`config.mk`:
```
export PLATFORM = sky130hd
export DESIGN_NAME = hazard_ctrl_flat
export DESIGN_NICKNAME = d
export VERILOG_FILES = /design/src/rtl/hazard_pkg.sv /design/src/rtl/hazard_ctrl_if.sv /design/src/rtl/hazard_scoreboard.sv /design/src/rtl/hazard_ctrl.sv /design/src/flat_wrapper.sv
export SDC_FILE = /design/constraint.sdc
export NUM_CORES = 1
export LEC_CHECK = 0
export ABC_AREA = 1
export BUFFER_PORTS_ARGS = -buffer_cell sky130_fd_sc_hd__buf_2
export CELL_PAD_IN_SITES_DETAIL_PLACEMENT = 1
export CELL_PAD_IN_SITES_GLOBAL_PLACEMENT = 1
export CORE_MARGIN = 3
export CORE_UTILIZATION = 47
export CTS_CLUSTER_DIAMETER = 150
export CTS_CLUSTER_SIZE = 10
export DETAILED_ROUTE_END_ITERATION = 10
export PLACE_DENSITY = 0.92
export SLEW_MARGIN = 20
export SYNTH_ARGS = -nofsm -noshare
export SYNTH_HDL_FRONTEND = slang
export SYNTH_SLANG_ARGS = --single-unit
```
`constraint.sdc`:
```
create_clock -name clk -period 4.5 [get_ports clk]
set_clock_uncertainty 0.05 [all_clocks]
set_input_delay 0.45 -clock clk [delete_from_list [all_inputs] [get_ports clk]]
set_output_delay 0.45 -clock clk [all_outputs]
set_load 0.03 [all_outputs]
```
`src/rtl/hazard_pkg.sv`:
```
// Shared types and constants for the hazard/redirect controller.
// Also carries the trap encodings decode matches against.
package hazard_pkg;

    localparam int NR_REG       = 32;
    localparam int REG_W        = 5;
    localparam int CNT_W        = 2;
    localparam int FLUSH_CYCLES = 2;
    localparam int FC_W         = $clog2(FLUSH_CYCLES) + 1;

    localparam logic [31:0] ECALL_INSN = 32'h0000_0073;
    localparam logic [31:0] MRET_INSN  = 32'h3020_0073;

    typedef logic [REG_W-1:0] reg_idx_t;
    typedef logic [CNT_W-1:0] cnt_t;

    typedef enum logic [1:0] {
        RUN   = 2'd0,
        FLUSH = 2'd1,
        DRAIN = 2'd2,
        TRAP  = 2'd3
    } hz_state_e;

endpackage

```
`src/rtl/hazard_ctrl_if.sv`:
```
// Decode/execute/writeback control bundle seen by the hazard unit.
// The master side is the pipeline, the slave side is hazard_ctrl.
interface hazard_if;
    import hazard_pkg::*;

    logic     id_valid;
    reg_idx_t id_rs1;
    reg_idx_t id_rs2;
    logic     id_rs1_used;
    logic     id_rs2_used;
    reg_idx_t id_rd;
    logic     id_rd_wen;
    logic     id_trap;
    logic     ex_ready;
    logic     wb_valid;
    reg_idx_t wb_rd;
    logic     wb_wen;
    logic     redirect;
    logic     issue_fire;
    logic     pipe_stop;
    logic     inst_clear;
    logic     trap_go;
    logic     sb_empty;
    logic     sb_err;

    modport master (
        output id_valid, id_rs1, id_rs2, id_rs1_used, id_rs2_used,
        output id_rd, id_rd_wen, id_trap, ex_ready,
        output wb_valid, wb_rd, wb_wen, redirect,
        input  issue_fire, pipe_stop, inst_clear, trap_go,
        input  sb_empty, sb_err
    );

    modport slave (
        input  id_valid, id_rs1, id_rs2, id_rs1_used, id_rs2_used,
        input  id_rd, id_rd_wen, id_trap, ex_ready,
        input  wb_valid, wb_rd, wb_wen, redirect,
        output issue_fire, pipe_stop, inst_clear, trap_go,
        output sb_empty, sb_err
    );

endinterface

```
`src/rtl/hazard_scoreboard.sv`:
```
// Per-register pending-write counters with read ports for decode.
// x0 is never tracked; a writeback to an idle register sets a sticky error.
module hazard_scoreboard
    import hazard_pkg::*;
(
    input  logic     clk,
    input  logic     rst_n,
    input  logic     inc_i,
    input  reg_idx_t inc_rd_i,
    input  logic     dec_i,
    input  reg_idx_t dec_rd_i,
    input  reg_idx_t rs1_i,
    input  reg_idx_t rs2_i,
    input  reg_idx_t rd_i,
    output logic     rs1_pend_o,
    output logic     rs2_pend_o,
    output logic     rd_sat_o,
    output logic     sb_empty_o,
    output logic     sb_err_o
);

    logic [NR_REG-1:0][CNT_W-1:0] pend_q, pend_d;
    logic [NR_REG-1:0] nz, inc_vec, dec_vec, dec_hit;
    logic err_q, err_d;

    assign inc_vec = (inc_i && inc_rd_i != '0)
                   ? (NR_REG'(1) << inc_rd_i) : '0;
    assign dec_vec = (dec_i && dec_rd_i != '0)
                   ? (NR_REG'(1) << dec_rd_i) : '0;
    assign dec_hit = dec_vec & nz;

    always_comb begin
        nz = '0;
        for (int r = 0; r < NR_REG; r++) begin
            nz[r] = |pend_q[r];
        end
    end

    // Simultaneous inc and dec of one register cancel out.
    always_comb begin
        pend_d = pend_q;
        for (int r = 1; r < NR_REG; r++) begin
            if (inc_vec[r] && !dec_hit[r]) begin
                pend_d[r] = pend_q[r] + CNT_W'(1);
            end else if (dec_hit[r] && !inc_vec[r]) begin
                pend_d[r] = pend_q[r] - CNT_W'(1);
            end
        end
    end

    assign err_d = err_q | (|(dec_vec & ~nz));

    always_ff @(posedge clk) begin
        if (!rst_n) begin
            pend_q <= '0;
            err_q  <= 1'b0;
        end else begin
            pend_q <= pend_d;
            err_q  <= err_d;
        end
    end

    assign rs1_pend_o = nz[rs1_i];
    assign rs2_pend_o = nz[rs2_i];
    assign rd_sat_o   = &pend_q[rd_i];
    assign sb_empty_o = ~|nz;
    assign sb_err_o   = err_q;

endmodule

```
`src/rtl/hazard_ctrl.sv`:
```
// Decode-stage stall/squash control and redirect/trap sequencing.
// Traps wait for an empty scoreboard before trap_go fires.
module hazard_ctrl
    import hazard_pkg::*;
(
    input  logic clk,
    input  logic rst_n,
    hazard_if.slave hz
);

    localparam logic [FC_W-1:0] FLUSH_LOAD = FC_W'(FLUSH_CYCLES - 1);

    hz_state_e state_q, state_d;
    logic [FC_W-1:0] fcnt_q, fcnt_d;
    logic rs1_pend, rs2_pend, rd_sat, sb_empty;
    logic raw, sat, is_run, fire, clear, tgo;

    hazard_scoreboard u_sb (
        .clk        (clk),
        .rst_n      (rst_n),
        .inc_i      (fire & hz.id_rd_wen),
        .inc_rd_i   (hz.id_rd),
        .dec_i      (hz.wb_valid & hz.wb_wen),
        .dec_rd_i   (hz.wb_rd),
        .rs1_i      (hz.id_rs1),
        .rs2_i      (hz.id_rs2),
        .rd_i       (hz.id_rd),
        .rs1_pend_o (rs1_pend),
        .rs2_pend_o (rs2_pend),
        .rd_sat_o   (rd_sat),
        .sb_empty_o (sb_empty),
        .sb_err_o   (hz.sb_err)
    );

    assign raw = hz.id_valid
               & ((hz.id_rs1_used & rs1_pend)
                | (hz.id_rs2_used & rs2_pend));
    assign sat = hz.id_valid & hz.id_rd_wen & rd_sat;
    assign is_run = (state_q == RUN);

    assign fire = hz.id_valid & hz.ex_ready & is_run
                & ~raw & ~sat & ~hz.redirect & ~hz.id_trap;

    // Redirect squashes IF/ID in whatever state it arrives.
    always_comb begin
        state_d = state_q;
        fcnt_d  = fcnt_q;
        clear   = 1'b0;
        tgo     = 1'b0;
        unique case (state_q)
            RUN: begin
                if (hz.redirect) begin
                    state_d = FLUSH;
                    fcnt_d  = FLUSH_LOAD;
                    clear   = 1'b1;
                end else if (hz.id_valid && hz.id_trap) begin
                    state_d = DRAIN;
                end
            end
            FLUSH: begin
                clear = 1'b1;
                if (hz.redirect) begin
                    fcnt_d = FLUSH_LOAD;
                end else if (fcnt_q == '0) begin
                    state_d = RUN;
                end else begin
                    fcnt_d = fcnt_q - FC_W'(1);
                end
            end
            DRAIN: begin
                if (hz.redirect) begin
                    state_d = FLUSH;
                    fcnt_d  = FLUSH_LOAD;
                    clear   = 1'b1;
                end else if (sb_empty) begin
                    state_d = TRAP;
                end
            end
            TRAP: begin
                tgo     = 1'b1;
                clear   = 1'b1;
                state_d = FLUSH;
                fcnt_d  = FLUSH_LOAD;
            end
        endcase
    end

    always_ff @(posedge clk) begin
        if (!rst_n) begin
            state_q <= RUN;
            fcnt_q  <= '0;
        end else begin
            state_q <= state_d;
            fcnt_q  <= fcnt_d;
        end
    end

    assign hz.issue_fire = fire;
    assign hz.pipe_stop  = (is_run & (raw | sat | ~hz.ex_ready
                                    | hz.id_trap))
                         | (state_q == DRAIN)
                         | (state_q == TRAP);
    assign hz.inst_clear = clear;
    assign hz.trap_go    = tgo;
    assign hz.sb_empty   = sb_empty;

endmodule

```
`src/flat_wrapper.sv`:
```
// flat-port wrapper written by rule: the top's interface ports become plain ports
module hazard_ctrl_flat import hazard_pkg::*;
  (clk, rst_n, hz_id_valid, hz_id_rs1, hz_id_rs2, hz_id_rs1_used, hz_id_rs2_used, hz_id_rd, hz_id_rd_wen, hz_id_trap, hz_ex_ready, hz_wb_valid, hz_wb_rd, hz_wb_wen, hz_redirect, hz_issue_fire, hz_pipe_stop, hz_inst_clear, hz_trap_go, hz_sb_empty, hz_sb_err);
  hazard_if hz_i ();
  input  logic clk;
  input  logic rst_n;
  input wire logic [$bits(hz_i.id_valid)-1:0] hz_id_valid;
  input wire logic [$bits(hz_i.id_rs1)-1:0] hz_id_rs1;
  input wire logic [$bits(hz_i.id_rs2)-1:0] hz_id_rs2;
  input wire logic [$bits(hz_i.id_rs1_used)-1:0] hz_id_rs1_used;
  input wire logic [$bits(hz_i.id_rs2_used)-1:0] hz_id_rs2_used;
  input wire logic [$bits(hz_i.id_rd)-1:0] hz_id_rd;
  input wire logic [$bits(hz_i.id_rd_wen)-1:0] hz_id_rd_wen;
  input wire logic [$bits(hz_i.id_trap)-1:0] hz_id_trap;
  input wire logic [$bits(hz_i.ex_ready)-1:0] hz_ex_ready;
  input wire logic [$bits(hz_i.wb_valid)-1:0] hz_wb_valid;
  input wire logic [$bits(hz_i.wb_rd)-1:0] hz_wb_rd;
  input wire logic [$bits(hz_i.wb_wen)-1:0] hz_wb_wen;
  input wire logic [$bits(hz_i.redirect)-1:0] hz_redirect;
  output wire logic [$bits(hz_i.issue_fire)-1:0] hz_issue_fire;
  output wire logic [$bits(hz_i.pipe_stop)-1:0] hz_pipe_stop;
  output wire logic [$bits(hz_i.inst_clear)-1:0] hz_inst_clear;
  output wire logic [$bits(hz_i.trap_go)-1:0] hz_trap_go;
  output wire logic [$bits(hz_i.sb_empty)-1:0] hz_sb_empty;
  output wire logic [$bits(hz_i.sb_err)-1:0] hz_sb_err;
  assign hz_i.id_valid = hz_id_valid;
  assign hz_i.id_rs1 = hz_id_rs1;
  assign hz_i.id_rs2 = hz_id_rs2;
  assign hz_i.id_rs1_used = hz_id_rs1_used;
  assign hz_i.id_rs2_used = hz_id_rs2_used;
  assign hz_i.id_rd = hz_id_rd;
  assign hz_i.id_rd_wen = hz_id_rd_wen;
  assign hz_i.id_trap = hz_id_trap;
  assign hz_i.ex_ready = hz_ex_ready;
  assign hz_i.wb_valid = hz_wb_valid;
  assign hz_i.wb_rd = hz_wb_rd;
  assign hz_i.wb_wen = hz_wb_wen;
  assign hz_i.redirect = hz_redirect;
  assign hz_issue_fire = hz_i.issue_fire;
  assign hz_pipe_stop = hz_i.pipe_stop;
  assign hz_inst_clear = hz_i.inst_clear;
  assign hz_trap_go = hz_i.trap_go;
  assign hz_sb_empty = hz_i.sb_empty;
  assign hz_sb_err = hz_i.sb_err;
  hazard_ctrl u_core (.clk(clk), .rst_n(rst_n), .hz(hz_i));
endmodule
```
==> run_results.csv <==
group,metric,value,unit
status,status,"finished, final reports clean",
yosys,synth-edff-count,0,
pwr,leakagePower,2.65,nW
die,io_pins,37,
cts,path_clk_slew,0.06,ns
cts,clock_path_buffers,2,
pwr,p_sw_frac,0.286,
cts,htreeDepth,3,
timing,slew_headroom,0.353,
drt,drc,0,
cts,cts_setup_buffers,0,
worst_setup_path,worst_setup_path_start_kind,"input pin",
cells_and_area,ff_latch_area,0.00134,mm^2
global_route,grt_pass1_vias,6726,
cells_and_area,postLayoutCellArea,0.00616,mm^2
drt,antenna_left,0,
yosys,ys_seq_elements,67,
yosys,avgSynthCellArea,6.05,um^2
pwr,pwr-share-comb,0.122,
timing,whs,0.401,ns
placement,port-buffer-count,36,
die,coreArea,0.0116,mm^2
yosys,yosys_warnings,0,
die,die_height,116,um
yosys,synth_flop_cell,"dfxtp_1",
yosys,yosys-top-cells-count,"nand2_1, nand3_1, inv_1",
cells_and_area,syn2layout_area_growth,8.82,%
yosys,ys_seq_area_frac,0.237,
drt,routed_wl,22.4,mm
placement,place_ws,0.773,ns
drt,first_pass_iters,6,
yosys,synth_top_cell_area_share,0.237,
die,start_util,0.487,
cts,hold_buffers,0,
placement,gp_congestion,0.977,
yosys,ys_top_cells_by_area,"dfxtp_1, nand2_1, nand3_1, o21ai_0, inv_1",
yosys,postSynthNetCount,998,
pwr,ir_drop,0.000278,V
timing,worst_pin_slew,0.969,ns
cts,insertion_delay,0.36,ns
timing,fin_crit,3.60,ns
pwr,power_density,259,mW/mm^2
cells_and_area,drive_above_1_share,0.0847,
cells_and_area,utilization,0.530,
die,num_rows,39,
placement,place_hpwl,16.5,mm
timing,rsz0062_at_grt,"false",
pwr,p_switching,456,uW
placement,placedCellCount,1083,
cells_and_area,antenna_cells,0,
cells_and_area,finalNonFillerCells,1099,
cts,post_cts_resized,0,
timing,fin_setup_tns,0,ns
die,die_area,0.0134,mm^2
timing,hold_violations,0,
timing,worst_slack,0.904,ns
yosys,yosysUniqueCellTypes,33,
placement,dpl_cell_area,0.00583,mm^2
global_route,grt_pass1_wl,35.6,mm
timing,setup_viol,0,
yosys,synth_top_cell_by_area,"dfxtp_1",
cts,cts-root-buf,"clkbuf_16",
cts,cts_tree,"done",
drt,wire_per_inst,20.4,um
drt,vias,6681,
drt,drt_first_iter_violations,700,
worst_setup_path,critPathRequiredTime,4.68,ns
yosys,syn_inst,935,
cells_and_area,final_nets,1014,
pwr,clkPwrFrac,0.499,
timing,fin_crit_sh,0.799,
yosys,synth_area,0.00566,mm^2
cts,cts.sinks,67,
cells_and_area,multi_input_area,0.00368,mm^2
pwr,total_power,1.59,mW
drt,via_per_inst,6.08,
worst_setup_path,worstSetupEndpointType,"flop",
worst_hold_path,hold_path_class,"reg2reg",
die,fp.dieW,116,um
global_route,grt_overflow,0,
worst_setup_path,cp_max_fo,42,
yosys,synth.most_common_cell,"nand2_1",
worst_setup_path,crit_arrival,3.78,ns
pwr,p_int,1.14,mW
worst_setup_path,path_class,"in2reg",
yosys,async_flop_share,0,
pwr,p_seq_frac,0.379,
timing,fmax,278,MHz
cells_and_area,fillCellCount,1656,
global_route,antenna_found_initial,0,
timing,drv_slew,0,
cts,cts_buffers,9,
global_route,grtUsageTotal,0.345,
flow_run,max_cap_viol_count,0,
global_route,grt_max_degree,47,
==> layout by cell type (no fill, tap or decap), types with 4 or more instances in the layout <==
master / netlist / layout
nand2_1: 217 / 217
nand3_1: 138 / 138
inv_1: 112 / 112
nor2_1: 89 / 89
o21ai_0: 88 / 88
a21oi_1: 75 / 75
dfxtp_1: 67 / 67
buf_2: 8 / 36
ha_1: 32 / 32
xor2_1: 21 / 21
nor2_2: 20 / 20
o211ai_1: 9 / 9
clkbuf_16: 0 / 9
nor4_1: 6 / 6
nand4_1: 4 / 4
nor3_1: 4 / 4
o2111ai_1: 4 / 4
==> layer usage <==
metal / wire length, um / part of all wire / up-vias / track usage
met4: 1010 / 0.045 / 0 / 0.163
met1: 9090 / 0.41 / 3144 / 0.436
met2: 10400 / 0.46 / 335 / 0.564
met3: 1890 / 0.085 / 80 / 0.0695
met5: 0 / 0 / - / 0
li1: - / - / 3122 / -
==> path summary, 6_finish.rpt <==
| kind | startpoint | to | slack [ns] | cells after the start |
|---|---|---|---|---|
| worst max-delay path | hz_id_rd[0] | u_core.u_sb.pend_q[13] | 0.90 | 20 |
| worst max register to register | u_core.u_sb.pend_q[58] | u_core.u_sb.pend_q[13] | 1.04 | 18 |
| worst min-delay path | u_core.fcnt_q[0] | u_core.fcnt_q[0] | 0.40 | 1 |
| worst min register to register | u_core.fcnt_q[0] | u_core.fcnt_q[0] | 0.40 | 1 |
==> power groups by stage <==
stage | combinational [mW] | sequential, mW | clock (mW)
after floorplan | 0.127 | 0.617 | 0
after global placement | 0.179 | 0.615 | 0
after detailed placement | 0.185 | 0.616 | 0
after CTS | 0.190 | 0.603 | 0.802
after global routing | 0.211 | 0.603 | 0.825
final | 0.195 | 0.603 | 0.795
==> sequential cells by signal (all words and copies together) (netlist names) <==
signal / flops
u_core.state_q: 2
u_core.u_sb.pend_q: 62
u_core.fcnt_q: 2
u_core.u_sb.sb_err_o: 1
==> layout make-up <==
class / instances / share of cell area
Multi-Input combinational cell: 719 / 0.597
Sequential cell: 67 / 0.218
Inverter: 116 / 0.0711
Clock buffer: 9 / 0.0366
Timing Repair Buffer: 38 / 0.0317
Tap cell: 143 / 0.0291
Clock inverter: 7 / 0.0165
==> cells by family after synthesis <==
kind of cell / Yosys count / synth area share
and+or+nand+nor: 484 / 0.375
AOI/OAI and AO/OA: 182 / 0.172
buffers and inverters: 149 / 0.113
DFF: 67 / 0.237
adders and majority gates: 32 / 0.0708
xor gates and xnor gates: 21 / 0.0325
==> critical path: stages <==
cell	delay, ns
buf_2	0.55
inv_4	0.22
nand2_1	0.15
nor2_1	0.05
nor2_1	0.10
nand2_1	0.07
nand3_1	0.10
nand3_1	0.11
nand3_1	0.08
nand2_1	0.10
nand2_1	0.09
nand2_2	0.07
nor2_4	0.16
nand4_4	0.32
nor2_2	0.19
ha_1	0.27
a21oi_1	0.12
o21ai_0	0.17
o21ai_0	0.32
a21oi_1	0.07
Power figures use the tool's default switching activity.
